`src/rtl/gate_bist.sv`:
```
// Self-test sequencer for the Nand/Not/And/Or/Xor/Mux/DMux gate bank.
// Sweeps {in,a,b,sel} over 16 vectors, compares responses to golden values, latches results.
module gate_bist #(
    parameter int unsigned SETTLE       = 1,
    parameter bit          STOP_ON_FAIL = 1'b1
) (
    input  logic       clk_i,
    input  logic       reset_i,
    input  logic       start_i,
    output logic       t_in_o,
    output logic       t_a_o,
    output logic       t_b_o,
    output logic       t_sel_o,
    input  logic       r_nand_i,
    input  logic       r_not_i,
    input  logic       r_and_i,
    input  logic       r_or_i,
    input  logic       r_xor_i,
    input  logic       r_mux_i,
    input  logic       r_dmux_a_i,
    input  logic       r_dmux_b_i,
    output logic       busy_o,
    output logic       done_o,
    output logic       pass_o,
    output logic [3:0] fail_vec_o,
    output logic [7:0] fail_mask_o,
    output logic [4:0] fail_count_o
);

    typedef enum logic [1:0] {
        IDLE = 2'd0,
        WAIT = 2'd1,
        DONE = 2'd2
    } state_t;

    localparam logic [3:0] SETTLE_LD = 4'(SETTLE);

    state_t     state_q;
    logic [3:0] v_q;
    logic [3:0] cnt_q;
    logic [3:0] t_q;
    logic       busy_q;
    logic       done_q;
    logic       pass_q;
    logic [3:0] fail_vec_q;
    logic [7:0] fail_mask_q;
    logic [4:0] fail_count_q;

    logic       v_in, v_a, v_b, v_sel;
    logic [7:0] exp_d;
    logic [7:0] resp_d;
    logic [7:0] mism_d;
    logic       bad_d;
    logic [4:0] fail_count_d;
    logic       last_d;

    always_comb begin
        v_in         = v_q[3];
        v_a          = v_q[2];
        v_b          = v_q[1];
        v_sel        = v_q[0];
        exp_d        = {~(v_a & v_b), ~v_in, v_a & v_b, v_a | v_b, v_a ^ v_b,
                        v_sel ? v_b : v_a, v_in & ~v_sel, v_in & v_sel};
        resp_d       = {r_nand_i, r_not_i, r_and_i, r_or_i, r_xor_i,
                        r_mux_i, r_dmux_a_i, r_dmux_b_i};
        mism_d       = exp_d ^ resp_d;
        bad_d        = (mism_d != 8'h00);
        fail_count_d = fail_count_q + {4'd0, bad_d};
        last_d       = (v_q == 4'hF) || (bad_d && STOP_ON_FAIL);
    end

    always_ff @(posedge clk_i or posedge reset_i) begin
        if (reset_i) begin
            state_q      <= IDLE;
            v_q          <= '0;
            cnt_q        <= '0;
            t_q          <= '0;
            busy_q       <= 1'b0;
            done_q       <= 1'b0;
            pass_q       <= 1'b0;
            fail_vec_q   <= '0;
            fail_mask_q  <= '0;
            fail_count_q <= '0;
        end else begin
            case (state_q)
                IDLE, DONE: begin
                    if (start_i) begin
                        state_q      <= WAIT;
                        v_q          <= '0;
                        cnt_q        <= SETTLE_LD;
                        t_q          <= '0;
                        busy_q       <= 1'b1;
                        done_q       <= 1'b0;
                        pass_q       <= 1'b0;
                        fail_vec_q   <= '0;
                        fail_mask_q  <= '0;
                        fail_count_q <= '0;
                    end
                end
                WAIT: begin
                    if (cnt_q != 4'd0) begin
                        cnt_q <= cnt_q - 4'd1;
                    end else begin
                        // only the first failing vector is captured
                        if (bad_d && fail_count_q == 5'd0) begin
                            fail_vec_q  <= v_q;
                            fail_mask_q <= mism_d;
                        end
                        fail_count_q <= fail_count_d;
                        if (last_d) begin
                            state_q <= DONE;
                            busy_q  <= 1'b0;
                            done_q  <= 1'b1;
                            pass_q  <= (fail_count_d == 5'd0);
                            t_q     <= '0;
                        end else begin
                            v_q   <= v_q + 4'd1;
                            t_q   <= v_q + 4'd1;
                            cnt_q <= SETTLE_LD;
                        end
                    end
                end
                default: state_q <= IDLE;
            endcase
        end
    end

    assign t_in_o       = t_q[3];
    assign t_a_o        = t_q[2];
    assign t_b_o        = t_q[1];
    assign t_sel_o      = t_q[0];
    assign busy_o       = busy_q;
    assign done_o       = done_q;
    assign pass_o       = pass_q;
    assign fail_vec_o   = fail_vec_q;
    assign fail_mask_o  = fail_mask_q;
    assign fail_count_o = fail_count_q;

endmodule

```
`config.mk`:
```
export PLATFORM = sky130hd
export DESIGN_NAME = gate_bist
export DESIGN_NICKNAME = d
export VERILOG_FILES = /design/src/rtl/gate_bist.sv
export SDC_FILE = /design/constraint.sdc
export NUM_CORES = 1
export LEC_CHECK = 0
export CAP_MARGIN = 20
export CORE_MARGIN = 10
export CORE_UTILIZATION = 40
export CTS_CLUSTER_SIZE = 10
export DETAILED_ROUTE_END_ITERATION = 6
export SLEW_MARGIN = 20
export SYNTH_ARGS = -nofsm -noshare
export SYNTH_HDL_FRONTEND = slang
export SYNTH_SLANG_ARGS = --single-unit
```
`constraint.sdc`:
```
create_clock -name clk_i -period 3 [get_ports clk_i]
set_input_delay 0.9 -clock clk_i [delete_from_list [all_inputs] [get_ports clk_i]]
set_output_delay 0.9 -clock clk_i [all_outputs]
set_load 0.02 [all_outputs]
```
==> results.md, run 1 <==
* Status: finished, final reports clean
* PD cells at around 780 mW/mm2
* Area grow syn2layout at 37.76%
* Vias per cell at between 5 and 6
* Path type of the worst min-delay path: register to register
* Syn. warnings at 0
* Routability congestion estimate at approximately 0.80
* Site row count at 24
* Final TNS setup at 0 ns
* Hold Fails Final Rpt at 0
* Share of cells above drive strength 1 at 19.51%
* Largest net degree at the start of global routing at 35
* Antenna viol nets, final at 0
* Avg Cell Area, Syn at approximately 10 um2
* WL final at approximately 4900 um
* Die height at around 88 um
* EDFF count, synth at 0
* Placed cell count at 288
* Fmax at 342.5 MHz
* Met2 Usage GRT at around a fifth
* Startpoint Class: input pin
* Die area at about 0.008 mm2
* Vias in the first global route at 1,649
* Diodes inserted at 0
* Worst endpoint required time at ~3.2 ns
* Max-slew violation count at 0
* Crit share post-route at 97.32%
* Total grt overflow at 0
* 1st-pass router iterations at 4
* Mapped Area at between 0.0015 and 0.002 mm2
* Max Cap Violations at 0
* Primary FF master, synth: dfrtp_1
* Starting Density at around two fifths
* H-tree levels at 2
* First-pass GRT wire length at 7700 um
* HPWL Detailed at 3536 um
* I/O pins at 35
* TritonCTS clock tree: built
* Register area share after synthesis at 45.61%
* Syn Inst Count at 190
* Clock tree buffer depth at 2
* Global Route met3 Usage at roughly 3.7%
* TritonCTS Sinks at 34
* Met1 usage at ~15%
* RSZ-0062 raised after global routing: no
* Worst-Margin Slew at 0.5663 ns
* Peak supply drop at 309.0 uV
* Worst-skew pair later-pin latency at ~0.28 ns
* Final setup vio count at 0
* Leak at about 1.1 nW
* Clock Skew at ~0.0057 ns
* Root Buffer: clkbuf_8
* Port buffer count at 34
* Reg clk slew, reported paths at 0.06 ns
* Initial DRC count at 61
* Initial antenna violation count at 0
* Crit Path Class: input pin to register
* Fin cells at 298
* Gr busiest metal: met2
* Max_slew headroom at roughly 62%
* Number of library cell types mapped by synthesis at 40
* CTS Buf Count at 5
* Critical Path AT at about 3.1 ns
* Min Tclk post-route at 2.920 ns
* Vias at ~1,600
* Worst hold slack at about 0.47 ns
* Die W at between 80 and 90 um
* Maximum fanout along the worst path at 2
* Synth Net Count at between 200 and 250
* Post-synth ARST share at between 90% and 100%
* Crit. End Element: register
* GRT Util Overall at 12.55%
* # DRC at 0
* Number of synthesized register bits at 34
* Nets at 265
* Avg WL per Cell at between 15 and 20 um
* Core area at between 0.004 and 0.005 mm2
## placed cells by master (no fill, tap or decap), types with 5 or more instances in the layout
cell / netlist / routed
dfrtp_1: 34 / 32
nand2_1: 32 / 31
clkdlybuf4s50_1: 0 / 28
buf_4: 2 / 26
mux2i_1: 14 / 14
nand3_1: 13 / 12
o21ai_0: 8 / 8
xnor2_1: 9 / 7
inv_1: 8 / 7
clkbuf_8: 0 / 6
dlygate4sd2_1: 0 / 6
ha_1: 7 / 5
## kinds of logic after synthesis
family / count (synthesis) / synth area share, %
AO/OA/AOI/OAI: 28 / 10.60
buffers and inverters: 18 / 4.225
AND/OR/NAND/NOR: 74 / 19.65
XOR/XNOR: 13 / 6.506
flip-flops: 34 / 45.61
multiplexers: 16 / 8.719
adder cells (fa/ha/maj): 7 / 4.695
## critical path, stage by stage
cell	delay [ns]
dlygate4sd2_1	0.26
xnor2_2	0.14
nand4b_1	0.24
nor3_2	0.28
nand2_2	0.11
ha_4	0.18
buf_4	0.13
nand2_1	0.07
xor2_1	0.16
a31oi_1	0.10
or4_1	0.41
mux2i_1	0.15
## cells in the mapped netlist, types with 2 or more instances
cell       count  share of area (%)
a21oi_1        3               0.80
buf_4          2               0.80
nand4b_1       2               0.94
buf_2          3               0.80
mux2i_1       14                7.5
clkbuf_1       5                1.0
xor2_1         3                1.4
nor2_1         3               0.60
dfrtp_1       34                 46
a21o_1         4                1.6
nand2_1       32                6.4
o41ai_1        2               0.94
nand3_1       13                3.5
nand2b_1       4                1.3
or4_1          2               0.80
o21ai_0        8                2.1
inv_1          8                1.6
and2_1         3                1.0
nor2b_1        4                1.3
nor3_1         5                1.3
o2bb2ai_1      2               0.94
ha_1           7                4.7
o31ai_1        2               0.80
xnor2_1        9                4.2
## power by group
group          leakage, nW  switching [mW]  internal (mW)
clock               0.0431           0.156          0.177
combinational        0.617           0.517          0.461
sequential           0.452           0.115          0.579
## path summary, 6_finish.rpt
check / startpoint / to / slack, ns / cells past startpoint
max reg2reg: v_q[1]$_DFFE_PP0P_ / pass_o$_DFFE_PP0P_ / 0.15 / 13
min in group asynchronous: reset_i / fail_vec_o[3]$_DFFE_PP0P_ / 1.02 / 3
max in group asynchronous: reset_i / v_q[2]$_DFFE_PP0P_ / 1.64 / 3
min reg2reg: done_o$_DFFE_PP0P_ / done_o$_DFFE_PP0P_ / 0.47 / 1
min: done_o$_DFFE_PP0P_ / done_o$_DFFE_PP0P_ / 0.47 / 1
max: r_not_i / pass_o$_DFFE_PP0P_ / 0.08 / 12
## flip-flops by register name, summed over array words and instances (netlist names)
name and count:
fail_mask_o 8, fail_count_o 5, cnt_q 4, fail_vec_o 4, t_q 4, v_q 4, state_q 2, busy_o 1
done_o 1, pass_o 1
## metrics by stage
step                setup WS (ns)  util [%]  power [mW]  instance area (um2)
floorplan                 0.07102         -       1.257                 1866
finish                    0.08039     57.83       2.005                 2570
CTS                      0.009525     56.87       2.005                 2527
detailed placement        -0.6556     53.72       1.645                 2387
global route              0.02618     57.83       2.137                 2570
global placement          -0.5045     53.72       1.611                 2387
## cell type report
cell class                      instances  area [um2]
Fill cell                             403        1874
Multi-Input combinational cell        138        1011
Sequential cell                        34       853.3
Timing Repair Buffer                   60       528.0
Clock buffer                            6       82.58
Tap cell                               52       65.06
Inverter                                8       30.03
## timing repair
action	in CTS	in global routing
endpoints found under the setup margin	2	1
buffers inserted	3	1
pin swaps	10	4
hold buffers	0	0
gates resized for setup	14	8
## metal layers
layer | part of all wire [%] | wire length, um
met3 | 5.0 | 245
met1 | 44 | 2147
met2 | 49 | 2394
met5 | 0 | 0
met4 | 1.5 | 73
Power figures use the tool's default switching activity.
==> run 2: changes to the inputs <==
MAX_ROUTING_LAYER = met4   (was default)
==> results.md, run 2 (synthesis gave the netlist of run 1 again) <==
* R2r setup slk at 0.17 ns
* # DRC at 0
* Vias per cell at around 5.4
* Initial DRC count at 70
* Cell family with most CP delay: simple AND/OR/NAND/NOR gates
* Critical-path cell list: dlygate4sd2_1, xnor2_2, nand4b_1, nor3_2, nand2_2, ha_4, buf_4, nand2_1, xor2_1, a31oi_1, or4_1, mux2i_1
* Root Buffer: clkbuf_8
* Startpoint Class: input pin
* Hold Crit Depth at 1
* TritonCTS clock tree: built
* PD cells at 778.3 mW/mm2
* Max_slew headroom at slightly above 60%
* Share of cells above drive strength 1 at 19.51%
* Core area at approximately 0.0044 mm2
* Antenna viol nets, final at 0
* Site row count at 24
* Peak supply drop at between 300 and 400 uV
* Fillers at between 400 and 500
* Max-slew violation count at 0
* Port buffer count at 34
* Final TNS setup at 0 ns
* RR Startpoint: v_q[1]$_DFFE_PP0P_
* Final setup vio count at 0
* H-tree levels at 2
* Nets at between 200 and 300
* Worst R2R Path Depth at 13
* Crit. End Element: register
* Largest net degree at the start of global routing at 35
* Worst Hold End: done_o$_DFFE_PP0P_
* Leak at ~1.1 nW
* First-pass GRT wire length at between 7000 and 8000 um
* Fmax at between 300 and 400 MHz
* Slowest cell on crit path: or4_1
* Hold_sp: done_o$_DFFE_PP0P_
* HPWL Detailed at 3536 um
* Min Tclk post-route at just under 3 ns
* Beginning of the critical path: r_not_i
* Status: finished, final reports clean
* Vias at about 1,600
* Total grt overflow at 0
* Power Total at about 2.0 mW
* Post-CTS Hold Buffers at 0
* Most frequent cells in the layout: dfrtp_1 (32), nand2_1 (31), clkdlybuf4s50_1 (28)
* RSZ-0062 raised after global routing: no
* Max incr delay on CP at about 0.4 ns
* I/O pins at 35
* Worst-skew pair later-pin latency at between 0.2 and 0.3 ns
* Vias in the first global route at ~1,700
* CTS Buf Count at 5
* Reg clk slew, reported paths at roughly 0.06 ns
* Worst-Margin Slew at between 0.5 and 0.6 ns
* Maximum fanout along the worst path at 2
* Max FFs per register at 8
* Routability congestion estimate at between 0.8 and 0.9
* Die height at roughly 88 um
* Critical Path AT at 3.11 ns
* Area grow syn2layout at 37.76%
* Initial antenna violation count at 0
* Clock Skew at ~0.0049 ns
* Worst hold slack at around 0.47 ns
* Crit share post-route at a little over nine tenths
* TritonCTS Sinks at 34
* Crit Path Class: input pin to register
* Hold Fails Final Rpt at 0
* GRT Util Overall at around an eighth
* Die area at roughly 0.008 mm2
* Commonest non-fill, non-tap cell in the layout: dfrtp_1
* Clock tree buffer depth at 2
* WL final at just under 5000 um
* Diodes inserted at 0
* Worst endpoint required time at 3.20 ns
* Max Cap Violations at 0
* Die W at ~88 um
* Path type of the worst min-delay path: register to register
* Reg2reg end: pass_o$_DFFE_PP0P_
* 1st-pass router iterations at 6
* Avg WL per Cell at ~16 um
* CP bufs+invs at 2
* Starting Density at 41.98%
run 2: timing repair:
action,in CTS,in global routing
pin swaps,10,4
setup endpoints to repair,2,1
hold endpoints to repair,0,0
gates resized for setup,14,8
setup buffers,3,1
run 2: final cells by class:
cell class | instances | area (um2) | area share, %
sequential | 34 | 853.3 | 33.20
timing repair buffer | 60 | 528.0 | 20.55
inverter | 8 | 30.03 | 1.168
clock buffer | 6 | 82.58 | 3.213
tap | 52 | 65.06 | 2.532
multi-input combinational | 138 | 1011 | 39.34
run 2: how the worst max path moves through the flow:
stage                         end  slack (ns)  cells past startpoint
3_5_place_dp   pass_o$_DFFE_PP0P_       -0.66                     11
2_1_floorplan  pass_o$_DFFE_PP0P_        0.07                     10
6_report       pass_o$_DFFE_PP0P_        0.09                     12
3_3_place_gp   pass_o$_DFFE_PP0P_       -0.50                     11
5_1_grt        pass_o$_DFFE_PP0P_        0.03                     12
4_1_cts        pass_o$_DFFE_PP0P_        0.01                     12
run 2: layer usage:
layer | GRT usage [%] | share of wire [%] | up-vias
met1 | 15.61 | 44 | 783
met2 | 20.83 | 49 | 41
met3 | 2.849 | 4.6 | 8
met4 | 4.699 | 1.6 | 0
li1 | - | - | 774
met5 | - | 0 | -
run 2: power breakdown:
group / switching (mW) / internal (mW)
logic: 0.515 / 0.460
registers: 0.114 / 0.579
clock network: 0.155 / 0.177
total: 0.784 / 1.22
run 2: stage by stage:
step	setup WS [ns]	std cells	util, %	area, um2
floorplan	0.07102	190	-	1866
global placement	-0.5045	288	53.72	2387
detailed placement	-0.6556	288	53.72	2387
CTS	0.009525	297	56.87	2527
global route	0.02797	298	57.83	2570
finish	0.09438	298	57.83	2570
==> run 3: changes to the inputs <==
ABC_AREA = 1   (was default)
DONT_BUFFER_PORTS = 1   (was default)
clock period = 2.82 ns   (was 3 ns; I/O delays follow)
==> results.md, run 3 <==
* Syn. warnings at 0
* Largest net degree at the start of global routing at 35
* Max FFs per register at 8
* Initial DRC count at 61
* Critical Path AT at roughly 2.7 ns
* Clock tree buffer depth at 2
* Core area at ~0.0048 mm2
* RR Startpoint: v_q[1]$_DFFE_PP0P_
* Placed cell count at 322
* Share of cells above drive strength 1 at 17.49%
* Leak at around 1.1 nW
* Fillers at around 500
* Path type of the worst min-delay path: register to register
* TritonCTS clock tree: built
* Vias per cell at between 4 and 5
* Reg clk slew, reported paths at around 0.07 ns
* Mapped Area at 0.002009 mm2
* Starting Density at a little over two fifths
* Antenna viol nets, final at 0
* Final setup vio count at 0
* Diodes inserted at 0
* Crit Path Class: register to register
* Avg Cell Area, Syn at between 7 and 8 um2
* PD cells at roughly 1100 mW/mm2
* Area grow syn2layout at 9.465%
* Startpoint Class: register
* Area leader, netlist: dfrtp_1
* Min Tclk post-route at around 2.5 ns
* CTS Buf Count at 5
* Peak supply drop at approximately 500 uV
* Synth Net Count at about 280
* I/O pins at 35
* Primary FF master, synth: dfrtp_1
* Synth area leaders: dfrtp_1 (42%), nand2_1 (13%), nand3_1 (8.5%), nand2_2 (6.8%), inv_1 (5.0%)
* # DRC at 0
* Post-CTS Hold Buffers at 0
* Register area share after synthesis at 42.34%
* Worst-Margin Slew at approximately 0.52 ns
* Die W at 90.88 um
* First-pass GRT wire length at about 8000 um
* Vias in the first global route at between 1,500 and 2,000
* Hold Fails Final Rpt at 0
* Commonest non-fill, non-tap cell in the layout: nand2_1
* Hold_sp: cnt_q[0]$_DFFE_PP0P_
* Syn Inst Count at 258
* Post-synth ARST share at 100.0%
* Crit share post-route at approximately nine tenths
* EDFF count, synth at 0
* Max Cap Violations at 0
* Site row count at 25
* TritonCTS Sinks at 34
* H-tree levels at 2
* Most frequent cells in the layout: nand2_1 (67), nand3_1 (34), dfrtp_1 (34)
* Fin cells at 330
* Port buffer count at 0
* Nets at 280
* Commonest cells in the netlist: nand2_1 (67), dfrtp_1 (34), nand3_1 (34)
* Fmax at around 400 MHz
* Root Buffer: clkbuf_8
* Initial antenna violation count at 0
* Routability congestion estimate at approximately 0.84
* Most common cell in the netlist: nand2_1
* RSZ-0062 raised after global routing: no
* HPWL Detailed at 3583 um
* GRT Util Overall at ~12%
* Die area at 0.008258 mm2
* Worst endpoint required time at roughly 3.0 ns
* Post-CTS Setup Bufs at 0
* Vias at 1,599
* Total grt overflow at 0
* 1st-pass router iterations at 4
* Die height at slightly above 90 um
* Max_slew headroom at between 60% and 70%
* WL final at 4656 um
* Status: finished, final reports clean
* Final TNS setup at 0 ns
* Avg WL per Cell at around 14 um
* Maximum fanout along the worst path at 6
* Crit. End Element: register
* Beginning of the critical path: v_q[1]$_DFFE_PP0P_
* Top cell type's share of synthesized area at between 40% and 50%
* Max-slew violation count at 0
* Power Total at about 2.3 mW
* Clock Skew at 0.002808 ns
* Resize count post-CTS at 0
* Number of library cell types mapped by synthesis at 27
* Number of synthesized register bits at 34
* Worst-skew pair later-pin latency at just under 0.3 ns
[run 3: through the flow]
step | util [%] | area, um2 | hold WS (ns) | setup slack, ns
floorplan | - | 2009 | 0.4706 | 0.5098
global placement | 43.09 | 2062 | 0.4975 | 0.3809
detailed placement | 43.09 | 2062 | 0.5058 | 0.2939
CTS | 45.96 | 2200 | 0.5232 | 0.3180
global route | 45.96 | 2200 | 0.5322 | 0.05235
finish | 45.96 | 2200 | 0.5244 | 0.3183
[run 3: area by class of cell]
type / count / area (um2) / area share (%)
clock buffer: 5 / 68.82 / 3.129
timing repair buffer: 2 / 15.01 / 0.6826
sequential: 34 / 850.8 / 38.68
inverter: 31 / 116.4 / 5.290
tap: 67 / 83.83 / 3.811
clock inverter: 3 / 68.82 / 3.129
multi-input combinational: 188 / 996.0 / 45.28
[run 3: final timing paths]
| path | endpoint | slack [ns] | cells after the start |
|---|---|---|---|
| max | pass_o$_DFFE_PP0P_ | 0.32 | 15 |
| min | cnt_q[0]$_DFFE_PP0P_ | 0.52 | 2 |
| max reg2reg | pass_o$_DFFE_PP0P_ | 0.32 | 15 |
| min reg2reg | cnt_q[0]$_DFFE_PP0P_ | 0.52 | 2 |
| max in group asynchronous | v_q[2]$_DFFE_PP0P_ | 1.98 | 2 |
| min in group asynchronous | fail_mask_o[6]$_DFFE_PP0P_ | 0.53 | 2 |
[run 3: per-layer routing]
layer  part of all wire (%)  vias up  GRT usage (%)
li1                       -      830              -
met1                     45      725          14.02
met2                     45       35          18.51
met3                    7.6        9          3.907
met4                    2.1        0          5.875
met5                      0        -              -
[run 3: where the power goes]
part / internal [mW] / total (mW) / switching [mW]
sequential: 0.631 / 0.901 / 0.270
clock: 0.354 / 0.549 / 0.194
combinational: 0.285 / 0.889 / 0.604
[run 3: cells by family after synthesis]
logic type / after synthesis / share of synthesized area, %
flip-flops: 34 / 42.34
AO/OA/AOI/OAI: 13 / 3.487
AND/OR/NAND/NOR: 163 / 39.16
adder cells (fa/ha/maj): 7 / 4.358
XOR/XNOR: 5 / 2.553
buffers and inverters: 36 / 8.094
[run 3: worst max-delay path, stage by stage, from the launching register on]
cell and delay, ns:
dfrtp_1 0.47, inv_1 0.09, ha_1 0.31, inv_1 0.06, nand2_1 0.06, nand2_1 0.12, nand3_2 0.09, nor2_2 0.12
nand2_2 0.10, ha_1 0.21, ha_1 0.21, xnor2_1 0.18, nand3_1 0.10, nor2_1 0.09, nand2_1 0.06, o21ai_0 0.15
